[src/rtl/clock_divider_prog.sv]
// Multi-channel run-time programmable clock divider: each channel emits a registered
// 50%-duty divided clock with single-cycle rise/fall strobes intended as clock enables.
module clock_divider_prog #(
  parameter int NCH         = 2,
  parameter int WIDTH       = 8,
  parameter int DEFAULT_DIV = 1
) (
  input  logic                 i_clk,
  input  logic                 i_rst,
  input  logic [NCH-1:0]       i_en,
  input  logic [NCH-1:0]       i_load,
  input  logic [NCH*WIDTH-1:0] i_div,
  output logic [NCH-1:0]       o_clk,
  output logic [NCH-1:0]       o_rise,
  output logic [NCH-1:0]       o_fall,
  output logic [NCH-1:0]       o_run
);

  // STOPPING is not a separate encoding: it is CH_RUN with en low while the output is high.
  typedef enum logic {
    CH_IDLE = 1'b0,
    CH_RUN  = 1'b1
  } ch_state_e;

  localparam logic [WIDTH-1:0] DIV_RST = WIDTH'(DEFAULT_DIV);

  for (genvar n = 0; n < NCH; n++) begin : g_ch
    ch_state_e        state_q, state_d;
    logic [WIDTH-1:0] cnt_q, cnt_d;
    logic [WIDTH-1:0] act_q, act_d;
    logic [WIDTH-1:0] shd_q, shd_d;
    logic             pend_q, pend_d;
    logic             clk_q, clk_d;
    logic             rise_q, rise_d;
    logic             fall_q, fall_d;
    logic             en;
    logic             load;
    logic [WIDTH-1:0] div;
    logic             boundary;

    assign en       = i_en[n];
    assign load     = i_load[n];
    assign div      = i_div[n*WIDTH +: WIDTH];
    assign boundary = (cnt_q == act_q);

    // NOTE: state registers use non-blocking assignments so every flop samples
    // pre-edge values; the combinational block below uses blocking assignments.
    always_ff @(posedge i_clk or negedge i_rst) begin
      if (!i_rst) begin
        state_q <= CH_IDLE;
        cnt_q   <= '0;
        act_q   <= DIV_RST;
        shd_q   <= DIV_RST;
        pend_q  <= 1'b0;
        clk_q   <= 1'b0;
        rise_q  <= 1'b0;
        fall_q  <= 1'b0;
      end else begin
        state_q <= state_d;
        cnt_q   <= cnt_d;
        act_q   <= act_d;
        shd_q   <= shd_d;
        pend_q  <= pend_d;
        clk_q   <= clk_d;
        rise_q  <= rise_d;
        fall_q  <= fall_d;
      end
    end

    always_comb begin
      // NOTE: every output of this block gets a default first, so no path can
      // leave a signal unassigned and infer a latch.
      state_d = state_q;
      cnt_d   = cnt_q;
      act_d   = act_q;
      shd_d   = shd_q;
      pend_d  = pend_q;
      clk_d   = clk_q;
      rise_d  = 1'b0;
      fall_d  = 1'b0;

      case (state_q)
        CH_IDLE: begin
          cnt_d = '0;
          clk_d = 1'b0;
          if (en) begin
            state_d = CH_RUN;
            // A load coinciding with the start bypasses the shadow register.
            if (load) begin
              act_d  = div;
              pend_d = 1'b0;
            end else if (pend_q) begin
              act_d  = shd_q;
              pend_d = 1'b0;
            end
          end else if (load) begin
            shd_d  = div;
            pend_d = 1'b1;
          end
        end

        CH_RUN: begin
          if (!en && !clk_q) begin
            // Low phase can be abandoned immediately without producing a runt.
            state_d = CH_IDLE;
            cnt_d   = '0;
            if (load) begin
              shd_d  = div;
              pend_d = 1'b1;
            end
          end else if (boundary) begin
            cnt_d  = '0;
            clk_d  = ~clk_q;
            rise_d = ~clk_q;
            fall_d = clk_q;
            if (load) begin
              act_d  = div;
              pend_d = 1'b0;
            end else if (pend_q) begin
              act_d  = shd_q;
              pend_d = 1'b0;
            end
            // Falling boundary while disabled completes the stop.
            if (clk_q && !en) begin
              state_d = CH_IDLE;
            end
          end else begin
            cnt_d = cnt_q + WIDTH'(1);
            if (load) begin
              shd_d  = div;
              pend_d = 1'b1;
            end
          end
        end

        default: state_d = CH_IDLE;
      endcase
    end

    assign o_clk[n]  = clk_q;
    assign o_rise[n] = rise_q;
    assign o_fall[n] = fall_q;
    assign o_run[n]  = (state_q == CH_RUN);
  end

endmodule

[config.mk]
export PLATFORM = sky130hd
export DESIGN_NAME = clock_divider_prog
export DESIGN_NICKNAME = d
export VERILOG_FILES = /design/src/rtl/clock_divider_prog.sv
export SDC_FILE = /design/constraint.sdc
export NUM_CORES = 1
export LEC_CHECK = 0
export CAP_MARGIN = 20
export CELL_PAD_IN_SITES_DETAIL_PLACEMENT = 1
export CELL_PAD_IN_SITES_GLOBAL_PLACEMENT = 2
export CORE_MARGIN = 2
export CORE_UTILIZATION = 40
export DETAILED_ROUTE_END_ITERATION = 16
export PLACE_DENSITY_LB_ADDON = 0.1
export SETUP_SLACK_MARGIN = 0.5
export SYNTH_ARGS = -nofsm -noshare
export SYNTH_HDL_FRONTEND = slang
export SYNTH_SLANG_ARGS = --single-unit
[constraint.sdc]
create_clock -name i_clk -period 3 [get_ports i_clk]
set_clock_uncertainty 0.1 [all_clocks]
set_input_delay 0.6 -clock i_clk [delete_from_list [all_inputs] [get_ports i_clk]]
set_output_delay 0.6 -clock i_clk [all_outputs]
set_load 0.03 [all_outputs]
* Word level (Yosys, flattened, before mapping)
Cells that the tools add are included.
** Cells by class
- Add/subtract/negate cells :: 2
- Shifts and indexed selects :: 0
- Equal/unequal tests :: 12
- $lt $le $gt $ge :: 0
- Div/mod/pow operators :: 0
- Muxes and demuxes :: 66
- Multiply operators :: 0
- Bitwise operators :: 4
- Reduce and logical (&&, ||, !) cells :: 14
** Operator list (count)
- 8-bit 2-to-1 mux :: 22
- 8-bit one-hot mux with 2 select lines :: 6
- 1-bit 2-to-1 mux :: 32
- 8-bit by 1-bit adder with 8-bit output (second input constant) :: 2
- 8-bit equality test :: 2
- 2-bit != test (second input constant) :: 6
- 1-bit one-hot mux with 2 select lines :: 6
- 2-bit AND reduction :: 4
- 3-bit by 2-bit != test with 1-bit output (second input constant) :: 2
- 3-bit AND reduction :: 2
- 1-bit logical AND :: 4
- 1-bit zero test :: 4
- 2-bit by 1-bit != test with 1-bit output (second input constant) :: 2
- 1-bit NOT :: 4
** Word-level totals
- ROM bits :: 0
- Register bits after elaboration :: 58
- Bits in writable memories :: 0
- Output and inout port bits :: 8
- Memories :: 0
- Latch bits :: 0
- Bits of input ports :: 22

* Depth between registers and ports, before layout
- Depth after elaboration :: 6
- Gate-level depth with buffers :: 6

* Worst setup path before layout
No wires, ideal clock.
- Kind :: reg-to-reg
- Start :: register g_ch[0].cnt_q[6]
- End :: register g_ch[0].shd_q[1]
- Buffers on the path :: 0
- Cell stages (with the launch flop) :: 6
- Data arrival time :: 1729 ps
- Path slack :: 1046 ps
- Setup time :: 125 ps
- Cells stage by stage :: dfrtp_1 > xor2_1 > nor4_2 > a21oi_2 > o21ai_4 > mux2_4
** On the way
- Longest elaborated chain between the ends :: 3
** RTL lines
- start: declaration :: line 29 : logic [WIDTH-1:0] cnt_q, cnt_d;
- start signal: assignment :: line 60 : cnt_q <= cnt_d;
- 8-bit equality test :: line 44 : assign boundary = (cnt_q == act_q);
- 3-bit by 2-bit != test with 1-bit output (no line)
- 2-bit AND reduction (no line)
- end signal: assignment :: line 53 : shd_q <= DIV_RST;
- end signal: assignment :: line 62 : shd_q <= shd_d;
- end: declaration :: line 31 : logic [WIDTH-1:0] shd_q, shd_d;
No other way between the ends.
A chain may end at the register's enable or synchronous reset.

* Worst setup path in the final report
- Start :: register g_ch[1].cnt_q[0]
- End :: register g_ch[1].shd_q[2]
** On the way
- Longest elaborated chain between the ends :: 3
** RTL lines (line)
- start: declaration :: 29
- start signal: assignment :: 60
- 8-bit equality test :: 44
- 3-bit by 2-bit != test with 1-bit output (no line)
- 2-bit AND reduction (no line)
- end signal: assignment :: 53
- end signal: assignment :: 62
- end: declaration :: 31
No other way between the ends.

==> metrics.txt <==
Worst path max stage delay 0.53 ns; filler instances 725; core area 6794 um2; setup slack, reg-to-reg ~0.76 ns; vias per cell 4.995; total CTS buffers 9; Setup WS post-layout 0.7619 ns; worst path arrival time 2.36 ns; max_cap viols 0; Post-Place Worst Slack 0.6270 ns; FF+latch count, synth 58; Die ar. between 7000 and 8000 um2; fin crit period about 2.2 ns; unrepaired setup endpoints after global routing false; r2r startpoint g_ch[1].cnt_q[0]; Die Width 87.99 um; Post-DRT Antenna Nets 0; setup TNS 0 ns; first-pass GRT wire length 9.791 mm; multiplexer share of the synthesized area 0.07450; area grow syn2layout 20.89%; register area share after synthesis 0.5162; fin area 3411 um2; Hold Vio Cnt, Final 0; CP max FO 8; FF-to-FF End g_ch[1].shd_q[2]; post-CTS setup buffer count 0; post-synthesis simple-gate area fraction 0.1596; CP Cell Sequence xor2_1 > nor4_1 > a21bo_2 > a21bo_2 > mux2_2; Synth Area in Compound Gates 0.1149; Mapped Area between 2000 and 3000 um2; Layout Nets 299; proportion of layout cells with a drive suffix above 1 0.1750; R2R depth 5; Total Routed Length approximately 5.7 mm; CTS tree done; Hold Crit Class primary input to async pin; Synth Area per Inst 11.42 um2; syn nets 271; routability cong. 0.6997; number of global-route vias before repair 2,046; DRT Pass-1 Iters 4; CP Depth 5; placed cell area 3158 um2; WP buf/inv 0; H-tree depth 3; grt total ovfl 0; hold buffers post-CTS 0; Worst path slowest cell nor4_1; final setup fails 0; Synth Area in XOR/XNOR 0.08692; FP Rows 30; crit path to g_ch[1].shd_q[2]; largest net degree at the start of global routing 28; crit path launch type flop; Reg clk slew, reported paths around 0.07 ns; status finished, final reports clean; CP top delay family simple AND/OR/NAND/NOR gates; residual DRC count 0; Ys Warns 0; cells after synthesis roughly 250; largest buffer count on any clock path 2; CTS resizes 0; # diodes 0; pwr dens 649.8 nW/um2; GRT Overall Usage 0.1685; CP most frequent cell a21bo_2; Max VDD drop approximately 240 uV; Slew HR 0.5747; main combinational cell family by area after synthesis simple AND/OR/NAND/NOR gates; 1st-iter DRT viols 35; most common cell after layout, fill and taps aside dfrtp_1; height of the die around 88 um; Cell variety after synth 40; # IOs 30; post-route clock period utilization 0.7460; Via Count 1,878; WL/cell 15.29 um; crit path from g_ch[1].cnt_q[0]; fin. max-slew vios 0; Slew @ Worst Pin approximately 0.63 ns; Req. time, crit path 3.12 ns; CTS Root Cell clkbuf_8; Clock Latency Late Sink about 0.34 ns; total power 2.216 mW; clock sink count 58; most frequent cells in the layout dfrtp_1 (54), clkdlybuf4s50_1 (28), xor2_1 (26); Port Buffers 29; antenna violations before repair 0; Initial Util 0.4153; Crit. End Element flop; Post-DP HPWL approximately 4.1 mm; WS Path Type flop to flop; adder-cell area share of the yosys netlist 0.008869; Lkg Pwr 1.484 nW; Max Fclk 446.8 MHz
==> synthesized netlist by cell type (all sizes together) <==
cell type / number / share of area
xor2: 26 / 0.081
nor3b: 2 / 0.0053
o22a: 8 / 0.025
inv: 3 / 0.0040
nor2: 21 / 0.028
xnor2: 2 / 0.0062
a21oi: 19 / 0.035
buf: 13 / 0.031
a21bo: 2 / 0.0071
nand2: 9 / 0.012
mux2: 16 / 0.075
nand3: 10 / 0.018
clkbuf: 3 / 0.0040
o211ai: 1 / 0.0044
and2: 1 / 0.0022
nand4b: 1 / 0.0031
nor2b: 7 / 0.016
ha: 2 / 0.0089
and3b: 8 / 0.025
nand3b: 1 / 0.0027
o21a: 1 / 0.0027
o21bai: 1 / 0.0027
nor3: 10 / 0.022
a31o: 1 / 0.0031
and3: 4 / 0.0089
nand2b: 1 / 0.0022
dfstp: 4 / 0.037
dfrtp: 54 / 0.48
nor4: 4 / 0.013
o2bb2ai: 8 / 0.025
o21ai: 2 / 0.0075
or2: 1 / 0.0022
a21boi: 1 / 0.0027
==> final cells by class <==
class,instances,area [um2],share of cell area
Multi-Input combinational cell,170,1255,0.3679
Timing Repair Buffer,33,315.3,0.09244
Clock buffer,12,155.1,0.04549
Inverter,3,11.26,0.003302
Clock inverter,4,97.59,0.02861
Tap cell,96,120.1,0.03522
Sequential cell,58,1456,0.4270
==> sequential cells by signal (all words and copies together), names as in the netlist <==
| signal | count |
|---|---|
| g_ch.fall_q | 2 |
| g_ch.pend_q | 2 |
| g_ch.cnt_q | 16 |
| g_ch.act_q | 16 |
| g_ch.state_q | 2 |
| g_ch.shd_q | 16 |
| g_ch.rise_q | 2 |
| g_ch.clk_q | 2 |
==> worst min-delay path by stage <==
| stage | from | endpoint | slack, ns |
|---|---|---|---|
| after floorplan | i_rst | g_ch[0].act_q[1] | 0.20 |
| after global placement | g_ch[1].shd_q[2] | g_ch[1].shd_q[2] | 0.38 |
| after CTS | i_rst | g_ch[1].shd_q[6] | 0.19 |
| after detailed placement | g_ch[1].shd_q[6] | g_ch[1].shd_q[6] | 0.39 |
| after global routing | i_rst | g_ch[1].state_q | 0.22 |
| final | i_rst | g_ch[1].shd_q[7] | 0.17 |
==> logic make-up after synthesis <==
logic type      Yosys count
compound gates           44
xor+xnor                 28
flops                    58
mux                      16
fa+ha+maj                 2
buf+inv                  19
simple gates             80
==> power by group <==
| part | switching (mW) | internal [mW] |
|---|---|---|
| logic | 0.154 | 0.176 |
| clock network | 0.315 | 0.598 |
| registers | 0.0820 | 0.892 |
==> metrics by stage <==
| stage | cells | hold WS, ns | util |
|---|---|---|---|
| 6_report | 376 | 0.1725 | 0.5020 |
| 5_1_grt | 376 | 0.2178 | 0.5020 |
| 4_1_cts | 376 | 0.1929 | 0.5020 |
| 3_5_place_dp | 360 | 0.3923 | 0.4648 |
| 3_3_place_gp | 360 | 0.3794 | 0.4648 |
| 2_1_floorplan | 247 | 0.2044 | - |
==> metal layers <==
metal,vias up,part of all wire,GRT usage
met5,-,0,0
met3,11,0.022,0.03110
li1,918,-,-
met1,925,0.44,0.2049
met4,0,0.022,0.08392
met2,24,0.52,0.2865
Power figures use the tool's default switching activity.
